## src/rtl/control_unit_mw.sv

```systemverilog
// Fetch/execute sequencer for the accumulator CPU with memory wait states,
// HALT/Run handling and a sticky illegal-opcode trap.
module control_unit_mw #(
    parameter int OP_W    = 3,
    parameter int STATE_W = 5
) (
    input  logic               CLK,
    input  logic               RSTn,
    input  logic [OP_W-1:0]    IR,
    input  logic               Z,
    input  logic               MemReady,
    input  logic               Run,
    output logic               ARLoad,
    output logic               DRLoad,
    output logic               PCLoad,
    output logic               ACLoad,
    output logic               IRLoad,
    output logic               PCInc,
    output logic               memRW,
    output logic [1:0]         ALUSel,
    output logic [1:0]         BusSel,
    output logic [STATE_W-1:0] state,
    output logic               Halted,
    output logic               Illegal
);

    localparam logic [STATE_W-1:0] LOAD1  = STATE_W'(0);
    localparam logic [STATE_W-1:0] LOAD2  = STATE_W'(1);
    localparam logic [STATE_W-1:0] STORE1 = STATE_W'(2);
    localparam logic [STATE_W-1:0] STORE2 = STATE_W'(3);
    localparam logic [STATE_W-1:0] ADD1   = STATE_W'(4);
    localparam logic [STATE_W-1:0] ADD2   = STATE_W'(5);
    localparam logic [STATE_W-1:0] SUB1   = STATE_W'(6);
    localparam logic [STATE_W-1:0] SUB2   = STATE_W'(7);
    localparam logic [STATE_W-1:0] JUMP   = STATE_W'(8);
    localparam logic [STATE_W-1:0] JEQ    = STATE_W'(10);
    localparam logic [STATE_W-1:0] FETCH1 = STATE_W'(12);
    localparam logic [STATE_W-1:0] FETCH2 = STATE_W'(13);
    localparam logic [STATE_W-1:0] FETCH3 = STATE_W'(14);
    localparam logic [STATE_W-1:0] AND1   = STATE_W'(16);
    localparam logic [STATE_W-1:0] AND2   = STATE_W'(17);
    localparam logic [STATE_W-1:0] HALT   = STATE_W'(18);

    logic [STATE_W-1:0] state_q;
    logic [STATE_W-1:0] state_n;
    logic               illegal_q;
    logic               illegal_op;

    // Any opcode bit above the low three marks an opcode >= 8.
    assign illegal_op = (IR >> 3) != '0;

    always_ff @(negedge CLK or negedge RSTn) begin
        if (!RSTn) begin
            state_q   <= FETCH1;
            illegal_q <= 1'b0;
        end else begin
            state_q <= state_n;
            if (state_q == FETCH3 && illegal_op) begin
                illegal_q <= 1'b1;
            end
        end
    end

    assign state   = state_q;
    assign Illegal = illegal_q;
    assign Halted  = (state_q == HALT);

    always_comb begin
        ARLoad  = 1'b0;
        DRLoad  = 1'b0;
        PCLoad  = 1'b0;
        ACLoad  = 1'b0;
        IRLoad  = 1'b0;
        PCInc   = 1'b0;
        memRW   = 1'b0;
        ALUSel  = 2'd0;
        BusSel  = 2'd0;
        state_n = FETCH1;
        case (state_q)
            FETCH1: begin
                ARLoad  = 1'b1;
                BusSel  = 2'd2;
                state_n = FETCH2;
            end
            FETCH2: begin
                DRLoad  = 1'b1;
                PCInc   = MemReady;
                state_n = MemReady ? FETCH3 : FETCH2;
            end
            FETCH3: begin
                ARLoad = 1'b1;
                IRLoad = 1'b1;
                BusSel = 2'd1;
                if (illegal_op) begin
                    state_n = HALT;
                end else begin
                    case (IR[2:0])
                        3'd0:    state_n = LOAD1;
                        3'd1:    state_n = STORE1;
                        3'd2:    state_n = ADD1;
                        3'd3:    state_n = SUB1;
                        3'd4:    state_n = JUMP;
                        3'd5:    state_n = JEQ;
                        3'd6:    state_n = AND1;
                        default: state_n = HALT;
                    endcase
                end
            end
            LOAD1, ADD1, SUB1, AND1: begin
                DRLoad = 1'b1;
                if (!MemReady) begin
                    state_n = state_q;
                end else begin
                    case (state_q)
                        LOAD1:   state_n = LOAD2;
                        ADD1:    state_n = ADD2;
                        SUB1:    state_n = SUB2;
                        default: state_n = AND2;
                    endcase
                end
            end
            LOAD2: begin
                ACLoad = 1'b1;
                BusSel = 2'd1;
                ALUSel = 2'd3;
            end
            ADD2: begin
                ACLoad = 1'b1;
                BusSel = 2'd1;
                ALUSel = 2'd0;
            end
            SUB2: begin
                ACLoad = 1'b1;
                BusSel = 2'd1;
                ALUSel = 2'd1;
            end
            AND2: begin
                ACLoad = 1'b1;
                BusSel = 2'd1;
                ALUSel = 2'd2;
            end
            STORE1: begin
                DRLoad  = 1'b1;
                BusSel  = 2'd3;
                state_n = STORE2;
            end
            STORE2: begin
                memRW   = 1'b1;
                BusSel  = 2'd1;
                state_n = MemReady ? FETCH1 : STORE2;
            end
            JUMP: begin
                PCLoad = 1'b1;
                BusSel = 2'd1;
            end
            JEQ: begin
                PCLoad = Z;
                BusSel = 2'd1;
            end
            HALT: begin
                state_n = Run ? FETCH1 : HALT;
            end
            // Unused encodings drive nothing and fall back to FETCH1.
            default: begin
                state_n = FETCH1;
            end
        endcase
    end

endmodule

```

## config.mk

```make
export PLATFORM = sky130hd
export DESIGN_NAME = control_unit_mw
export DESIGN_NICKNAME = d
export VERILOG_FILES = /design/src/rtl/control_unit_mw.sv
export SDC_FILE = /design/constraint.sdc
export NUM_CORES = 1
export LEC_CHECK = 0
export ABC_CLOCK_PERIOD_IN_PS = 2100
export BUFFER_PORTS_ARGS = -buffer_cell sky130_fd_sc_hd__buf_2
export CAP_MARGIN = 0
export CORE_AREA = 4 4 41 43
export CTS_BUF_LIST = sky130_fd_sc_hd__clkbuf_8
export CTS_CLUSTER_DIAMETER = 50
export DETAILED_ROUTE_END_ITERATION = 8
export DIE_AREA = 0 0 45 47
export HOLD_SLACK_MARGIN = 0.15
export PLACE_DENSITY = 0.78
export SETUP_SLACK_MARGIN = 0.5
export SLEW_MARGIN = 20
export SYNTH_ARGS = -nofsm -noshare
export SYNTH_HDL_FRONTEND = slang
export SYNTH_SLANG_ARGS = --single-unit
export TNS_END_PERCENT = 1
```

## constraint.sdc

```tcl
create_clock -name CLK -period 2.1 [get_ports CLK]
set_input_delay 0.42 -clock CLK [delete_from_list [all_inputs] [get_ports CLK]]
set_output_delay 0.42 -clock CLK [all_outputs]
set_load 0.1 [all_outputs]
```

==> results of run 1 <==
==> cells in the mapped netlist (3+ instances only) <==
library cell / number / area share [%]
buf_6: 4 / 7.3
nand3b_1: 3 / 3.7
nor2_1: 8 / 4.9
nand3_1: 4 / 3.3
inv_1: 5 / 3.0
dfrtn_1: 3 / 12
nand2_1: 4 / 2.4
nor4_1: 4 / 4.1
==> per-stage QoR <==
step / instances / TNS [ns] / area (um2)
2_1_floorplan: 75 / -27.45 / 673.1
3_3_place_gp: 141 / -9.333 / 1251
3_5_place_dp: 141 / -10.58 / 1251
==> cell families after synthesis <==
| group | count (synthesis) | share of synthesized area, % |
|---|---|---|
| compound gates | 21 | 27.03 |
| buf+inv | 12 | 14.63 |
| flops | 5 | 20.73 |
| mux | 1 | 1.626 |
| other cells | 1 | 0.6092 |
| simple gates | 35 | 35.36 |
==> results.tsv, run 1 <==
metric	value	unit
clk sink count	5	
async set-reset flop share out of synthesis	100.0	%
sequential-to-total area share from yosys stat	20.73	%
worst slack at placement	-0.7205	ns
Netlist Area Pre-Place	615.6	um2
Post CTS Setup Buffer Count	2	
CTS buffer count	3	
syn_nets	83	
CTS root buf	clkbuf_8	
Syn Inst Count	75	
Row Count	13	
Tool Error	[ERROR DPL-0038] Utilization greater than 100%, impossible to legalize	
status	aborted with a tool error	
HPWL Detailed	2.524	mm
Post-synth EDFFs	0	
# IOs	26	
IO buf count	24	
Synth Warn #	0	
Stopped at	4_1_cts	
# hold bufs at CTS	0	
CTS Buffer Depth	2	
FF+latch count, synth	5	
Die Height	47	um
starting density of the core	47.31	%
GP Congestion	0.9901	
dominant synthesized flop cell	dfrtn_1	
chip width	45	um
H-tree depth	1	
Syn Area/Cell	8.208	um2
post-CTS resize count	18	
synth unique cells	38	
==> inputs of run 2 (changes only) <==
--- a/config.mk
+++ b/config.mk
@@ -8,14 +8,10 @@
 export ABC_CLOCK_PERIOD_IN_PS = 2100
 export BUFFER_PORTS_ARGS = -buffer_cell sky130_fd_sc_hd__buf_2
 export CAP_MARGIN = 0
-export CORE_AREA = 4 4 41 43
-export CTS_BUF_LIST = sky130_fd_sc_hd__clkbuf_8
-export CTS_CLUSTER_DIAMETER = 50
+export CORE_AREA = 4 4 65 67
 export DETAILED_ROUTE_END_ITERATION = 8
-export DIE_AREA = 0 0 45 47
-export HOLD_SLACK_MARGIN = 0.15
-export PLACE_DENSITY = 0.78
-export SETUP_SLACK_MARGIN = 0.5
+export DIE_AREA = 0 0 69 71
+export PLACE_DENSITY_LB_ADDON = 0.15
 export SLEW_MARGIN = 20
 export SYNTH_ARGS = -nofsm -noshare
 export SYNTH_HDL_FRONTEND = slang
==> results.tsv, run 2 <==
metric	value	unit	change
status	finished with violations		was aborted with a tool error
failing checks	negative setup slack		
final worst slack	-0.9730	ns	
final hold vios	0		
ANT nets after route	0		
RSZ-0062 raised after global routing	yes		
Syn Inst Count	75		unchanged
IO buf count	24		unchanged
most frequent cells in the layout	buf_4, buf_12, nor2_1, buf_6, buf_2		
Clk Latency, worst-skew pair	0.28	ns	
Finished Cell Area	1431	um2	
CTS root buf	clkbuf_8		unchanged
Die Height	71	um	was 47 um
drt initial violations	35		
Area Overhead vs Synth	132.5	%	
clk sink count	5		unchanged
top cells by count, synth	nor2_1, inv_1		unchanged
dominant synthesized flop cell	dfrtn_1		unchanged
starting density of the core	16.94	%	was 47.31%
Setup crit end kind	primary output		
CP max stage delay	0.41	ns	
critical path, cell by cell	buf_6, or3b_4, a21boi_4, buf_12		
initial antenna violation count	0		
fin. max-slew vios	0		
Fin Hold WS	0.6827	ns	
Finish-stage setup viols	17		
Syn Area/Cell	8.208	um2	unchanged
Reg clk slew, reported paths	0.03	ns	
Reg-to-Reg End	state[2]		
post-DR wirelength/cell	12.83	um	
area leader, netlist	dfrtn_1		unchanged
Post-synth EDFFs	0		unchanged
R2R cell count	6		
GP Congestion	0.7320		was 0.9901
most frequent cell after synthesis	nor2_1		unchanged
crit path capture	BusSel[1]		
Critical Path Fanout Max	7		
setup TNS	-14.04	ns	
Via Count	805		
Area contributors post-synth	dfrtn_1, dfstp_2, buf_6		unchanged
layout cell share with drive strength beyond 1	62.50	%	
Nets	145		
Hold Startpoint	state[1]		
Synth Warn #	0		unchanged
startpoint types	flop		
Largest register FFs	5		
# diodes	0		
CTS Buffer Depth	2		unchanged
Reg2Reg Launch Point	state[2]		
chip width	69	um	was 45 um
DRT Wirelength	2.361	mm	
Cell Count, Final, Fillers Out	184		
reg-to-reg slack, setup	0.42	ns	
Worst Skew	0.04865	ns	
CTS tree	done		
Avg Vias per Cell	4.375		
HPWL Detailed	1.878	mm	was 2.524 mm
Yosys top cell area share	12.20	%	unchanged
H-tree depth	1		unchanged
vias in the first global route	857		
largest net degree at the start of global routing	9		
Req. time, crit path	1.68	ns	
total grt overflow	0		
FF+latch count, synth	5		unchanged
Crit Path Class	flop to primary output		
Row Count	22		was 13
total track usage	9.552	%	
# IOs	26		unchanged
synth unique cells	38		unchanged
Core Area	3633	um2	
drt first pass iters	4		
Residual DRC	0		
async set-reset flop share out of synthesis	100.0	%	unchanged
die area	4899	um2	
Slowest-stage cell, CP	dfstp_2		
most common cell after layout, fill and taps aside	buf_4		
placed cells	177		was 141
CTS buffer count	3		unchanged
Worst Setup SP	state[3]		
hold-critical path depth	2		
# Max-Cap Violations	0		
first-pass GRT wire length	3.939	mm	
syn_nets	83		unchanged
WP data arrival	2.65	ns	
sequential-to-total area share from yosys stat	20.73	%	unchanged
Netlist Area Pre-Place	615.6	um2	unchanged
HP Class	flop to flop		
dpl cell area	1315	um2	was 1251 um2
-- run 2: worst max-delay path: cells and delay by family (launching register included) --
| family | cells | cell delay (ns) |
|---|---|---|
| buffers and inverters | 2 | 0.34 |
| AO/OA/AOI/OAI | 1 | 0.17 |
| AND/OR/NAND/NOR | 1 | 0.41 |
| flip-flops | 1 | 0.41 |
-- run 2: cell type report --
class | count | area (um2)
timing repair buffer | 63 | 696.9
multi-input combinational | 58 | 479.2
inverter | 4 | 15.01
clock buffer | 4 | 45.04
sequential | 5 | 127.6
fill | 380 | 2202
clock inverter | 2 | 7.507
tap | 48 | 60.06
-- run 2: how the worst min path moves through the flow --
stage	end	slack (ns)
after detailed placement	state[0]	0.67
final	state[0]	0.68
after global placement	state[0]	0.66
after floorplan	state[2]	0.93
after global routing	state[0]	0.72
after CTS	state[0]	0.68
-- run 2: timing repair --
item	4_1_cts	5_1_grt
setup endpoints to repair	17	21
endpoints found under the hold margin	0	0
hold buffers	0	0
resized for setup	12	4
setup buffers	2	0
cloned	0	0
pin swaps	2	6
-- run 2: stage by stage --
step / util (%) / worst slack, ns
final: 39.39 / -0.9730
after global placement: 36.19 / -0.7308
after floorplan: - / -2.303
after global routing: 39.39 / -1.028
after CTS: 39.08 / -0.9792
after detailed placement: 36.19 / -0.7556
-- run 2: routing by layer --
layer	global-route usage, %	up-vias	wire (um)
li1	-	393	-
met1	10.81	393	1017
met2	17.16	17	1235
met3	2.841	2	88
met4	3.037	0	19
met5	0	-	0
-- run 2: cell families after synthesis --
logic type / Yosys count / synth area share, %
AOI/OAI and AO/OA: 21 / 27.03
buffers and inverters: 12 / 14.63
DFF: 5 / 20.73
muxes: 1 / 1.626
other: 1 / 0.6092
and+or+nand+nor: 35 / 35.36
Power of run 2 is not shown: default switching activity piles up to over one toggle a cycle in this logic, so the estimate is an artifact.
==> inputs of run 3 (changes only) <==
--- a/config.mk
+++ b/config.mk
@@ -5,13 +5,13 @@
 export SDC_FILE = /design/constraint.sdc
 export NUM_CORES = 1
 export LEC_CHECK = 0
-export ABC_CLOCK_PERIOD_IN_PS = 2100
+export ABC_CLOCK_PERIOD_IN_PS = 4000
 export BUFFER_PORTS_ARGS = -buffer_cell sky130_fd_sc_hd__buf_2
 export CAP_MARGIN = 0
 export CORE_AREA = 4 4 65 67
 export DETAILED_ROUTE_END_ITERATION = 8
 export DIE_AREA = 0 0 69 71
-export PLACE_DENSITY_LB_ADDON = 0.15
+export PLACE_DENSITY = 0.36
 export SLEW_MARGIN = 20
 export SYNTH_ARGS = -nofsm -noshare
 export SYNTH_HDL_FRONTEND = slang
==> constraint.sdc (replaced) <==
create_clock -name CLK -period 4 [get_ports CLK]
set_input_delay 0.8 -clock CLK [delete_from_list [all_inputs] [get_ports CLK]]
set_output_delay 0.8 -clock CLK [all_outputs]
set_load 0.1 [all_outputs]
==> results.tsv, run 3 (synthesized netlist as in run 2, its figures left out) <==
metric	value	unit	change
final worst slack	-0.4323	ns	was -0.9730 ns
die area	4899	um2	unchanged
initial antenna violation count	0		unchanged
Area Overhead vs Synth	125.6	%	was 132.5%
Setup crit end kind	primary output		unchanged
vias in the first global route	808		was 857
Reg clk slew, reported paths	0.03	ns	about the same
family with the most delay on the worst path	flip-flops		unchanged
chip width	69	um	unchanged
Nets	137		was 145
Fin Hold WS	0.5833	ns	was 0.6827 ns
failing checks	negative setup slack		unchanged
DRT Wirelength	2.283	mm	was 2.361 mm
IO buf count	24		unchanged
Clk Latency, worst-skew pair	0.28	ns	about the same
Die Height	71	um	unchanged
Residual DRC	0		unchanged
largest net degree at the start of global routing	10		was 9
Core Area	3633	um2	unchanged
layout cell share with drive strength beyond 1	61.72	%	was 62.50%
CP max stage delay	0.55	ns	was 0.41 ns
# hold bufs at CTS	0		unchanged
drt initial violations	13		was 35
Critical Path Fanout Max	5		was 7
CTS buffer count	3		unchanged
Crit Path Class	flop to primary output		unchanged
fin. max-slew vios	0		unchanged
Avg Vias per Cell	4.301		was 4.375
clk sink count	5		unchanged
most common cell after layout, fill and taps aside	buf_4		unchanged
CTS Buffer Depth	2		unchanged
status	finished with violations		unchanged
Worst Skew	0.04319	ns	was 0.04865 ns
HP Class	flop to flop		unchanged
Bufs and invs on worst path	2		unchanged
Row Count	22		unchanged
Largest register FFs	5		unchanged
final hold vios	0		unchanged
total grt overflow	0		unchanged
ANT nets after route	0		unchanged
drt first pass iters	3		was 4
startpoint types	flop		unchanged
# diodes	0		unchanged
setup TNS	-4.561	ns	was -14.04 ns
most frequent cells in the layout	buf_4, buf_12, buf_6, buf_2, nor2_1		was buf_4, buf_12, nor2_1, buf_6, buf_2
total track usage	9.670	%	was 9.552%
starting density of the core	16.94	%	unchanged
# IOs	26		unchanged
critical path, cell by cell	buf_12, nor4bb_4, and2_4, buf_12		was buf_6, or3b_4, a21boi_4, buf_12
CP most frequent cell	buf_12		
RSZ-0062 raised after global routing	yes		unchanged
Slowest-stage cell, CP	dfstp_2		unchanged
# Max-Cap Violations	0		unchanged
Finish-stage setup viols	16		was 17
CTS root buf	clkbuf_8		unchanged
Req. time, crit path	3.20	ns	was 1.68 ns
H-tree depth	1		unchanged
post-DR wirelength/cell	12.97	um	was 12.83 um
GP Congestion	0.8162		was 0.7320
first-pass GRT wire length	3.808	mm	was 3.939 mm
CTS tree	done		unchanged
HPWL Detailed	1.843	mm	was 1.878 mm
WP data arrival	3.63	ns	was 2.65 ns
Via Count	757		was 805
## run 3: cell types whose count changed in the layout (fill, tap and decap cells not counted), sizes merged
cell / previous run / this run
clkbuf: 4 / 3
clkinv: 0 / 1
buf: 63 / 55
## run 3: layout make-up
type | count | area, um2
clock inverters | 3 | 11.26
well taps | 48 | 60.06
repair buffers | 55 | 650.6
clock buffers | 3 | 41.29
inverters | 4 | 15.01
fillers | 387 | 2245
multi-input cells | 58 | 483.0
flip-flops and latches | 5 | 127.6
## run 3: metal layers
layer | vias up | track usage (%) | part of all wire, %
li1 | 378 | - | -
met1 | 360 | 11.23 | 44
met2 | 17 | 17.48 | 52
met3 | 2 | 2.557 | 3.6
met4 | 0 | 2.603 | 0.61
met5 | - | 0 | 0
## run 3: path summary, 6_finish.rpt
check | from | endpoint | slack (ns) | cells after the start
max in group asynchronous | RSTn | state[3] | 1.46 | 1
worst max-delay path | state[3] | IRLoad | -0.43 | 4
min in group asynchronous | RSTn | state[4] | 2.25 | 1
worst min-delay path | state[4] | state[4] | 0.58 | 2
worst min register to register | state[4] | state[4] | 0.58 | 2
worst max register to register | state[3] | state[3] | 2.36 | 6
## run 3: what timing repair did
| action | 4_1_cts | 5_1_grt |
|---|---|---|
| setup endpoints to repair | 16 | 17 |
| hold endpoints to repair | 0 | 0 |
| resized for setup | 11 | 5 |
| pin swaps | 2 | 0 |
| buffers inserted | 3 | 0 |
## run 3: per-stage QoR
stage	worst slack, ns	std cells	utilization [%]	cell area, um2
CTS	-0.4349	176	37.67	1369
global route	-0.5207	176	38.22	1389
global placement	-0.1587	168	34.33	1247
finish	-0.4323	176	38.22	1389
floorplan	-1.733	75	-	673.1
detailed placement	-0.1610	168	34.33	1247
## run 3: tightest hold or removal path: stages (launching register included)
cell and delay [ns]:
dfrtn_1 0.51, nand3_1 0.10, nand2_1 0.05
Power of run 3 is left out for the same reason.
